**config.mk**
```make
export PLATFORM = sky130hd
export DESIGN_NAME = lms_err_monitor
export DESIGN_NICKNAME = d
export VERILOG_FILES = /design/src/rtl/lms_err_monitor.sv
export SDC_FILE = /design/constraint.sdc
export NUM_CORES = 1
export LEC_CHECK = 0
export ABC_CLOCK_PERIOD_IN_PS = 18700
export CAP_MARGIN = 0
export CORE_MARGIN = 3
export CORE_UTILIZATION = 60
export CTS_BUF_LIST = sky130_fd_sc_hd__clkbuf_16
export DETAILED_ROUTE_END_ITERATION = 12
export PLACE_DENSITY = 0.92
export SLEW_MARGIN = 10
export SYNTH_ARGS = -nofsm -noshare
export SYNTH_HDL_FRONTEND = slang
export SYNTH_SLANG_ARGS = --single-unit
```
**constraint.sdc**
```tcl
create_clock -name Clk -period 18.7 [get_ports Clk]
set_clock_uncertainty 0.15 [all_clocks]
set_input_delay 2.805 -clock Clk [delete_from_list [all_inputs] [get_ports Clk]]
set_output_delay 2.805 -clock Clk [all_outputs]
set_load 0.1 [all_outputs]
```
**src/rtl/lms_err_monitor.sv**
```systemverilog
// Windowed MSE monitor for the 4-tap LMS filter: classifies adaptation as
// acquiring, converged or diverged and snapshots the weights on convergence.
module lms_err_monitor #(
    parameter int unsigned WIN_LOG2    = 4,
    parameter logic [15:0] CONV_THRESH = 16'h0029,
    parameter logic [15:0] DIV_THRESH  = 16'h4000,
    parameter int unsigned HOLD_WIN    = 3
) (
    input  logic                Clk,
    input  logic                Rst,
    input  logic                clr,
    input  logic                en,
    input  logic [15:0]         err_in,
    input  logic [15:0]         w0_in,
    input  logic [15:0]         w1_in,
    input  logic [15:0]         w2_in,
    input  logic [15:0]         w3_in,
    output logic [15:0]         mse_out,
    output logic                mse_valid,
    output logic [1:0]          state_out,
    output logic                converged,
    output logic                diverged,
    output logic [15:0]         w0_snap,
    output logic [15:0]         w1_snap,
    output logic [15:0]         w2_snap,
    output logic [15:0]         w3_snap,
    output logic [WIN_LOG2-1:0] win_cnt
);

    localparam int unsigned DW   = 16;
    localparam int unsigned SQW  = 32;
    localparam int unsigned ACCW = SQW + WIN_LOG2;
    localparam int unsigned GCW  = 4;

    typedef enum logic [1:0] {
        ST_ACQ  = 2'b00,
        ST_CONV = 2'b01,
        ST_DIVG = 2'b10
    } state_t;

    logic [WIN_LOG2-1:0]   win_cnt_q, win_cnt_d;
    logic                  s1_vld_q, s1_vld_d;
    logic [SQW-1:0]        sq_q, sq_d;
    logic                  last_q, last_d;
    logic [3:0][DW-1:0]    w_q, w_d;
    logic [ACCW-1:0]       acc_q, acc_d;
    logic [DW-1:0]         mse_q, mse_d;
    logic                  mse_vld_q, mse_vld_d;
    state_t                state_q, state_d;
    logic [GCW-1:0]        good_q, good_d;
    logic [3:0][DW-1:0]    snap_q, snap_d;
    logic                  conv_q, conv_d;
    logic                  divg_q, divg_d;

    logic signed [SQW-1:0] err_ext_c;
    logic [ACCW-1:0]       sum_c;
    logic [SQW-1:0]        mean_c;
    logic [DW-1:0]         mse_c;

    // Datapath: square, accumulate, mean with saturation to 16 bits
    always_comb begin
        err_ext_c = {{(SQW-DW){err_in[DW-1]}}, err_in};
        sum_c     = acc_q + ACCW'(sq_q);
        mean_c    = sum_c[ACCW-1:WIN_LOG2];
        mse_c     = (mean_c[31:28] != 4'd0) ? 16'hFFFF : mean_c[27:12];
    end

    // Next-state: stage 1 capture, stage 2 window close and classification
    always_comb begin
        win_cnt_d = win_cnt_q;
        s1_vld_d  = en;
        sq_d      = sq_q;
        last_d    = last_q;
        w_d       = w_q;
        acc_d     = acc_q;
        mse_d     = mse_q;
        mse_vld_d = 1'b0;
        state_d   = state_q;
        good_d    = good_q;
        snap_d    = snap_q;

        if (en) begin
            win_cnt_d = win_cnt_q + 1'b1;
            sq_d      = $unsigned(err_ext_c * err_ext_c);
            last_d    = &win_cnt_q;
            w_d       = {w3_in, w2_in, w1_in, w0_in};
        end

        if (s1_vld_q) begin
            acc_d = last_q ? '0 : sum_c;
            if (last_q) begin
                mse_d     = mse_c;
                mse_vld_d = 1'b1;
                if (mse_c >= DIV_THRESH) begin
                    state_d = ST_DIVG;
                end else if (state_q == ST_DIVG) begin
                    state_d = ST_DIVG;
                end else if (mse_c <= CONV_THRESH) begin
                    if (good_q != GCW'(HOLD_WIN)) begin
                        good_d = good_q + 1'b1;
                    end
                    if ((state_q == ST_ACQ) && (good_q + 4'd1 == GCW'(HOLD_WIN))) begin
                        state_d = ST_CONV;
                        snap_d  = w_q;
                    end
                end else begin
                    good_d  = '0;
                    state_d = ST_ACQ;
                end
            end
        end

        conv_d = (state_d == ST_CONV);
        divg_d = (state_d == ST_DIVG);
    end

    // Registers; clr acts exactly like Rst and drops any in-flight sample
    always_ff @(posedge Clk) begin
        if (Rst || clr) begin
            win_cnt_q <= '0;
            s1_vld_q  <= 1'b0;
            sq_q      <= '0;
            last_q    <= 1'b0;
            w_q       <= '0;
            acc_q     <= '0;
            mse_q     <= '0;
            mse_vld_q <= 1'b0;
            state_q   <= ST_ACQ;
            good_q    <= '0;
            snap_q    <= '0;
            conv_q    <= 1'b0;
            divg_q    <= 1'b0;
        end else begin
            win_cnt_q <= win_cnt_d;
            s1_vld_q  <= s1_vld_d;
            sq_q      <= sq_d;
            last_q    <= last_d;
            w_q       <= w_d;
            acc_q     <= acc_d;
            mse_q     <= mse_d;
            mse_vld_q <= mse_vld_d;
            state_q   <= state_d;
            good_q    <= good_d;
            snap_q    <= snap_d;
            conv_q    <= conv_d;
            divg_q    <= divg_d;
        end
    end

    assign mse_out   = mse_q;
    assign mse_valid = mse_vld_q;
    assign state_out = state_q;
    assign converged = conv_q;
    assign diverged  = divg_q;
    assign w0_snap   = snap_q[0];
    assign w1_snap   = snap_q[1];
    assign w2_snap   = snap_q[2];
    assign w3_snap   = snap_q[3];
    assign win_cnt   = win_cnt_q;

endmodule
```
# --- Yosys cells after proc, flatten, opt, wreduce, memory -nomap -nowiden ---
# Index checks and enable logic that the tools add are counted.
totals:
  reg_bits: 227
  inputBits: 84
  output_inout_bits: 89
  elab_cells: 54
op_classes:
  add_sub_neg: 3
  n_mul: 1
  n_lt_le_gt_ge: 2
  eq_ne: 6
  n_mux: 11
  n_bitwise: 3
  reduce_logical: 9
op_table:
  columns: ["cell", "count"]
  rows:
  - ["36-bit by 32-bit adder with 36-bit output", 1]
  - ["36-bit 2-to-1 mux", 1]
  - ["16-bit by 16-bit multiplier with 32-bit output", 1]
  - ["16-bit by 15-bit >= comparator with 1-bit output, second input constant", 1]
  - ["16-bit by 6-bit less-or-equal comparator with 1-bit output, second input constant", 1]
  - ["16-bit 2-to-1 mux", 1]
  - ["2-bit 2-to-1 mux", 6]
  - ["4-bit by 1-bit adder with 4-bit output, second input constant", 2]
  - ["4-bit 2-to-1 mux", 2]
  - ["6-bit AND reduction", 1]
  - ["5-bit AND reduction", 1]
  - ["2-bit equality test, second input constant", 2]
  - ["4-bit by 2-bit equality test with 1-bit output, second input constant", 1]
  - ["4-bit by 2-bit != test with 1-bit output, second input constant", 1]
  - ["4-bit AND reduction", 1]
  - ["4-bit nonzero test", 1]
  - ["1-bit inverter", 3]
  - ["2-bit by 1-bit equality test with 1-bit output, second input constant", 1]
  - ["2-bit logical NOT", 1]
  - ["2-bit by 1-bit != test with 1-bit output, second input constant", 1]
  - ["2-bit AND reduction", 1]
  - ["2-bit OR reduction", 1]
  - ["1-bit logical AND", 1]
  - ["1-bit logical OR", 1]
  - ["1-bit 2-to-1 mux", 1]

# --- Longest topological paths before layout ---
# Gate-level depths: netlist (run 1).
depth:
  ltp_word: 10
  depth_mapped: 28
  depth_no_buf: 26

# --- Worst setup path after synthesis (run 1) ---
# OpenSTA, ideal clock, no wires.
synth_path:
  kind: "input -> register"
  startpoint: "in err_in[1]"
  endpoint: "reg sq_q[30]"
  setup_ns: 0.062
  t_arrival_ns: 8.837
  t_required_ns: 18.488
  path_slack_ns: 9.651
  path_stages: 26
  path_buffers: 2
  cell_sequence: "clkbuf_1 clkbuf_1 nand2_1 fa_1 inv_1 fa_1 inv_1 fa_1 inv_1 fa_1 fa_1 inv_1 fa_1 inv_1 ha_1 a21o_1 a21o_1 a21o_1 a21oi_1 a21boi_0 o21ai_0 a21boi_0 a21oi_1 a31oi_1 or4b_2 nand3_1"
synth_between:
  elab_chain_len: 1
synth_rtl:
  columns: ["element", "line", "source"]
  rows:
  - ["from (decl)", "13", "input logic [15:0] err_in,"]
  - ["16-bit by 16-bit multiplier with 32-bit output", "84", "sq_d = $unsigned(err_ext_c * err_ext_c);"]
  - ["to (signal assigned)", "136", "sq_q <= sq_d;"]
  - ["to (decl)", "43", "logic [SQW-1:0] sq_q, sq_d;"]
# Every way passes these cells.
# A chain may end at the register's enable or synchronous reset.

# --- Worst setup path after layout (run 1) ---
layout_path:
  startpoint: "in err_in[10]"
  endpoint: "reg sq_q[30]"
# Same word-level chain as after synthesis.

==> results.md, run 1 <==
- Initial core utilization: 61.7%
- Final Slew Violations: 0
- Die ar.: 0.0341 mm²
- Count of state elements after synthesis: 226
- First-pass GRT wire length: 77100 µm
- Most frequent cells in the layout: inv_1 (375), nor2_1 (266), fa_1 (242), dfxtp_1 (226), clkdlybuf4s50_1 (171)
- Hold Vio Cnt, Final: 0
- Nets@finish: 2649
- Critical Path AT: 10.39 ns
- Routed wire length: 46100 µm
- Worst Path Buf+Inv: 5
- Avg WL per Cell: 17.6 µm
- # placed instances: 2574
- Initial antenna violation count: 0
- Normalized max-slew margin: 25.2%
- Multi-input logic area: 0.0128 mm²
- Final instance area: 0.0217 mm²
- Setup crit start kind: primary input
- Ports: 173
- Int Pwr: 2.05 mW
- CTS clk-pin slew, worst paths: 0.06 ns
- RSZ-0062 raised after global routing: no
- CP delay by family, top: adder cells
- Status: finished, final reports clean
- Worst Max-Slew Pin Slew: 1.12 ns
- Ant. Diodes: 0
- Port buffer count: 172
- Net Sw Frac: 47.4%
- Logic pwr share: 75.3%
- Compound-gate portion of the synthesized area: 9.14%
- Die X: 185 µm
- Root buffer cell: clkbuf_16
- WP data required: 19.01 ns
- Worst skew pair latency: 0.53 ns
- Synth unique cells: 72
- R2R Setup Slk: 13.67 ns
- GRT Residual Overflow: 0
- Endpoint, Worst Hold: acc_q[29]
- Main combinational cell family by area after synthesis: adder cells
- Mean Syn Cell Area: 9.18 µm²
- Final setup violation count: 0
- Critical path, cell by cell: clkdlybuf4s50_1 -> and2_1 -> inv_1 -> fa_1 -> fa_1 -> inv_1 -> fa_1 -> inv_1 -> fa_1 -> inv_1 -> fa_1 -> fa_1 -> ha_1 -> o21ai_0 -> a21oi_1 -> o22ai_1 -> o21ai_0 -> a21boi_0 -> o21ai_0 -> a21boi_0 -> a21oi_1 -> a31oi_1 -> or4b_2 -> nand3_1
- Setup TNS: 0 ns
- Kind of critical path: in -> reg
- CTS resizes: 0
- HPWL Detailed: 34900 µm
- HP Start: acc_q[29]
- TritonRoute pass-1 iters: 5
- XOR/XNOR Fraction of Synth Area: 2.98%
- Power per cell area: 180 mW/mm²
- Longest Clk Path Bufs: 3
- Period utilization: 53.9%
- Max cap viols: 0
- # rows: 64
- Total number of vias: 15100
- P_leak: 9.96 nW
- Worst hold slack: 0.324 ns
- Hold depth: 2
- FF+latch area: 0.00452 mm²
- Antenna-violating nets left: 0
- Reg-to-Reg End: w0_snap[13]
- Post-Synth Simple-Gate Area: 13.3%
- Synth Area in Adders: 33.2%
- GRT Overall Usage: 27.6%
- Gpl congestion: 0.913
- Length in cells of the worst reg-to-reg path: 13
- Post-synth ARST share: 0%
- Syn Nets: 2531
- Worst path slowest cell: clkdlybuf4s50_1
- Mux cell area share after synthesis: 8.07%
- Peak supply drop: 0.292 mV
- Filler Cells Inserted: 2090
- HP Class: reg -> reg
- Vias in the first global route: 16400
- Tmin final: 10.07 ns
- Most frequent CP cell: fa_1
- Post-Synthesis Cells: 2085
- Seq pwr share: 13.3%
- Ys flop type: dfxtp_1
- CTS hold repair buffers: 0
- Netlist Area Pre-Place: 0.0191 mm²
- R2r startpoint: sq_q[2]
- CP max FO: 17
- Yosys warning total: 0
- EDFF count, synth: 0
- Largest net degree at the start of global routing: 94
- Most common cell after layout, fill and taps aside: inv_1
- Sequential-to-total area share from yosys stat: 23.6%
- Crit path capture type: flop
- Vias per cell: 5.79
- Clock buffer count from CTS: 23
- Area growth from synthesis to layout: 13.3%
- CTS tree: done
- Share of cells above drive strength 1: 3.07%
- Die height: 185 µm
- Clock power share: 11.4%
- Htree depth: 1
- Number of clock sinks: 226
- Largest incremental delay on the critical path: 0.99 ns
- Layout Cells excl Fill: 2614
- Dpl cell area: 0.0210 mm²
- Max Clock Freq: 99.3 MHz
- Total power: 3.90 mW
- Post CTS Setup Buffer Count: 0
- Remaining DRCs: 0
- Switching power total: 1.85 mW
- CORE AREA: 0.0310 mm²
- Detailed router's first-iteration violation count: 1175
-- power by group through the flow --
stage               sequential [mW]  clock (mW)  combinational [mW]
CTS                           0.517       0.449                2.92
detailed placement            0.527           0                2.89
global placement              0.527           0                2.69
floorplan                     0.523           0                2.27
finish                        0.517       0.445                2.94
global route                  0.518       0.469                3.33
-- registers in the layout, summed over array words and instances (netlist names) --
register   flops
s1_vld_q       1
mse_out       16
win_cnt        4
good_q         4
last_q         1
acc_q         36
state_out      2
diverged       1
converged      1
w_q           64
w3_snap       16
w2_snap       16
sq_q          31
w1_snap       16
mse_valid      1
w0_snap       16
-- layer usage --
metal	up-vias	GRT usage [%]	routed length (µm)
met5	-	0	0
met4	0	11.8	2400
met3	201	5.19	3290
met2	642	49.5	23300
met1	7410	32.4	17000
li1	6894	-	-
-- Yosys cell counts (7+ instances only) --
master    count  area share (%)
a211oi_1     10            0.39
a21o_1       23            0.90
a21oi_1      67             1.8
a22oi_1      27             1.1
a31oi_1      18            0.59
and2_1       52             1.7
and3_1       10            0.33
buf_1         7            0.14
buf_12        7            0.73
clkbuf_1     68             1.3
dfxtp_1     226              24
fa_1        242              25
ha_1        120             7.8
inv_1       369             7.2
mux2i_1     152             8.0
nand2_1     114             2.2
nand2b_1     16            0.52
nand3_1      17            0.44
nand4_1      14            0.46
nor2_1      266             5.2
nor2b_1       8            0.26
nor3_1       17            0.44
o21ai_0      42             1.1
o21bai_1      7            0.27
or2_2        10            0.33
or3_1         8            0.26
xnor2_1      45             2.1
xor2_1       20            0.92
-- cell families (layout without fill, tap and decap cells) --
| kind of cell | count (synthesis) | count (layout) |
|---|---|---|
| buffers and inverters | 458 | 591 |
| XOR/XNOR | 65 | 65 |
| flip-flops | 226 | 226 |
| adder cells (fa/ha/maj) | 362 | 362 |
| multiplexers | 154 | 154 |
| AO/OA/AOI/OAI | 264 | 264 |
| AND/OR/NAND/NOR | 556 | 556 |
-- stage by stage --
step / setup WS (ns) / utilization [%]
after floorplan: 9.65 / -
after global placement: 8.51 / 67.6
after detailed placement: 8.19 / 67.6
after CTS: 8.72 / 70.0
after global routing: 8.22 / 70.0
final: 8.63 / 70.0
-- worst register-to-register path: stages, from the launching register on --
cell	delay, ns
dfxtp_1	0.32
ha_1	0.33
a31oi_1	0.36
a221oi_1	0.22
and2_1	0.23
o21ai_1	0.40
nand3_1	0.23
a2111oi_0	0.45
nor3b_1	0.17
nor4_2	0.45
nor4b_4	0.27
buf_4	0.88
mux2i_1	0.35
nor2_1	0.09
-- how the worst max path moves through the flow --
stage / startpoint / cells after the start / endpoint
finish: err_in[10] / 24 / sq_q[30]
detailed placement: err_in[3] / 27 / sq_q[30]
global placement: err_in[2] / 23 / sq_q[30]
floorplan: err_in[1] / 26 / sq_q[30]
global route: err_in[9] / 23 / sq_q[30]
CTS: err_in[3] / 27 / sq_q[30]
-- final cells by class --
type	count	area share, %
clock buffers	23	2.65
repair buffers	181	8.26
well taps	396	2.29
clock inverters	17	0.658
inverters	370	6.41
multi-input cells	1401	58.9
flip-flops and latches	226	20.9
Power figures use the tool's default switching activity.
==> run 2, diff against run 1 <==
--- a/config.mk
+++ b/config.mk
@@ -5,13 +5,13 @@
 export SDC_FILE = /design/constraint.sdc
 export NUM_CORES = 1
 export LEC_CHECK = 0
-export ABC_CLOCK_PERIOD_IN_PS = 18700
+export ABC_CLOCK_PERIOD_IN_PS = 8100
 export CAP_MARGIN = 0
 export CORE_MARGIN = 3
-export CORE_UTILIZATION = 60
+export CORE_UTILIZATION = 54
 export CTS_BUF_LIST = sky130_fd_sc_hd__clkbuf_16
 export DETAILED_ROUTE_END_ITERATION = 12
-export PLACE_DENSITY = 0.92
+export PLACE_DENSITY = 0.88
 export SLEW_MARGIN = 10
 export SYNTH_ARGS = -nofsm -noshare
 export SYNTH_HDL_FRONTEND = slang
==> constraint.sdc (replaced) <==
create_clock -name Clk -period 8.1 [get_ports Clk]
set_clock_uncertainty 0.15 [all_clocks]
set_input_delay 1.215 -clock Clk [delete_from_list [all_inputs] [get_ports Clk]]
set_output_delay 1.215 -clock Clk [all_outputs]
set_load 0.1 [all_outputs]
==> results.md, run 2 (synthesis gave the netlist of run 1 again) <==
- Most flop-heavy register: w_q
- Clock buffer count from CTS: 22 (-4.3%)
- Peak supply drop: 0.794 mV (+170%)
- Detailed router's first-iteration violation count: 920 (-22%)
- Number of clock sinks: 226 (unchanged)
- CP max FO: 6 (-11)
- Most frequent cells in the layout: inv_1 (370), nor2_1 (266), fa_1 (242), dfxtp_1 (226), clkdlybuf4s50_1 (171)
- Switching power total: 4.22 mW (+130%)
- Setup ws final: 0.404 ns (-8.22 ns)
- Logic pwr share: 75.2% (about the same)
- Setup crit start kind: primary input
- HPWL Detailed: 35100 µm (+0.46%)
- Worst skew pair latency: 0.52 ns (about the same)
- WP data required: 8.41 ns (-10.60 ns)
- Final Core Density: 63.8% (-6.2 points)
- Root buffer cell: clkbuf_16
- Max Clock Freq: 130 MHz
- Final instance area: 0.0221 mm² (+2.1%)
- Clock power share: 11.8% (+0.4 points)
- CTS hold repair buffers: 0 (unchanged)
- # rows: 68 (+6.3%)
- HP Class: reg -> reg
- Most common cell after layout, fill and taps aside: inv_1
- Total power: 9.18 mW (+140%)
- Ports: 173 (unchanged)
- First-pass GRT wire length: 77200 µm (+0.15%)
- Largest net degree at the start of global routing: 78 (-17%)
- Area growth from synthesis to layout: 15.7%
- Place WS: -0.165 ns (-8.35 ns)
- Post CTS Setup Buffer Count: 0 (unchanged)
- FF+latch area: 0.00452 mm² (unchanged)
- Filler Cells Inserted: 2652 (+27%)
- Crit path capture type: flop
- Worst Max-Slew Pin Slew: 1.08 ns (-0.0441 ns)
- Longest Clk Path Bufs: 3 (unchanged)
- Max FFs per register: 64 (unchanged)
- Gpl congestion: 0.959 (+5.1%)
- P_leak: 10.2 nW (+2.0%)
- Kind of critical path: in -> reg
- CTS tree: done
- Vias in the first global route: 16200 (-1.2%)
- Total number of vias: 15000 (-1.1%)
- Final setup violation count: 0 (unchanged)
- Nets@finish: 2688 (+1.5%)
- Htree depth: 1 (unchanged)
- GRT Residual Overflow: 0 (unchanged)
- Net Sw Frac: 45.9% (-1.5 points)
- CTS clk-pin slew, worst paths: 0.07 ns (about the same)
- Vias per cell: 5.52 (-4.7%)
- RSZ-0062 raised after global routing: no
- Final Slew Violations: 0 (unchanged)
- Hold Vio Cnt, Final: 0 (unchanged)
- CTS resizes: 0 (unchanged)
- Worst hold slack: 0.329 ns (+0.00498 ns)
- Seq pwr share: 13.0% (-0.3 points)
- Initial core utilization: 55.1% (-6.6 points)
- Critical Path AT: 8.01 ns (-2.38 ns)
- Port buffer count: 172 (unchanged)
- Die height: 194 µm (+5.2%)
- Power per cell area: 415 mW/mm² (+130%)
- Multi-input logic area: 0.0128 mm² (unchanged)
- Share of cells above drive strength 1: 4.92% (+1.9 points)
- Die ar.: 0.0377 mm² (+11%)
- Max cap viols: 0 (unchanged)
- Routed wire length: 45400 µm (-1.3%)
- Remaining DRCs: 0 (unchanged)
- Antenna-violating nets left: 0 (unchanged)
- Largest regs: w_q x64, acc_q x36, sq_q x31
- Tmin final: 7.70 ns
- GRT Overall Usage: 24.3% (-3.4 points)
- TritonRoute pass-1 iters: 6 (+1)
- Status: finished, final reports clean
- Avg WL per Cell: 16.7 µm (-4.9%)
- Die X: 194 µm (+5.2%)
- Dpl cell area: 0.0214 mm² (+1.9%)
- Initial antenna violation count: 1 (+1)
- Normalized max-slew margin: 28.2% (+2.9 points)
- Period utilization: 95.0%
- Int Pwr: 4.96 mW (+140%)
- CORE AREA: 0.0347 mm² (+12%)
==> run 2: cell count changes in the layout (fill, tap and decap cells not counted), sizes merged <==
cell / delta
clkinvlp: +1
buf: +40
diode: +1
inv: -4
clkbuf: -1
clkinv: +1
bufinv: +2
==> run 2: metal layers <==
metal  part of all wire, %  GRT usage [%]  wire [µm]
met5                     0              0          0
met4                   4.3           9.44       1950
met3                   5.9           4.40       2660
met2                    50           42.5      22900
met1                    39           29.8      17900
==> run 2: final cells by class <==
type	instances	share of cell area, %
Antenna cell	1	0.0113
Clock buffer	22	2.49
Clock inverter	17	0.984
Inverter	370	6.28
Multi-Input combinational cell	1401	57.7
Sequential cell	226	20.4
Tap cell	455	2.57
Timing Repair Buffer	221	9.56
==> run 2: path summary, 6_finish.rpt <==
| check | endpoint | slack [ns] | cells past startpoint | startpoint |
|---|---|---|---|---|
| worst min register to register | acc_q[29] | 0.33 | 2 | acc_q[29] |
| worst max-delay path | sq_q[30] | 0.40 | 26 | err_in[3] |
| worst min-delay path | acc_q[29] | 0.33 | 2 | acc_q[29] |
| worst max register to register | w2_snap[0] | 2.89 | 14 | sq_q[0] |
==> run 2: power groups by stage <==
| stage | Combinational [mW] | Clock, mW | Sequential [mW] |
|---|---|---|---|
| floorplan | 5.24 | 0 | 1.21 |
| global placement | 6.45 | 0 | 1.21 |
| detailed placement | 6.83 | 0 | 1.22 |
| CTS | 6.88 | 1.10 | 1.19 |
| global route | 7.91 | 1.15 | 1.19 |
| finish | 6.90 | 1.09 | 1.19 |
==> run 2: per-stage QoR <==
step / setup TNS (ns) / cells
floorplan: 0 / 2085
global placement: 0 / 2673
detailed placement: -0.469 / 2673
CTS: 0 / 2712
global route: 0 / 2713
finish: 0 / 2713
==> run 2: critical path: stages <==
cell and delay [ns]:
clkdlybuf4s50_1 0.55, buf_4 0.23, nand2_1 0.12, inv_1 0.08, fa_1 0.53, inv_1 0.05
fa_1 0.53, inv_1 0.04, ha_1 0.18, fa_1 0.48, inv_1 0.06, fa_1 0.54
inv_1 0.05, fa_1 0.44, ha_1 0.35, o21ai_0 0.15, a21oi_1 0.15, o22ai_1 0.11
o21ai_0 0.38, a21boi_0 0.22, o21ai_1 0.30, a21boi_0 0.14, a21oi_1 0.27, a31oi_1 0.15
or4b_2 0.62, nand3_1 0.08
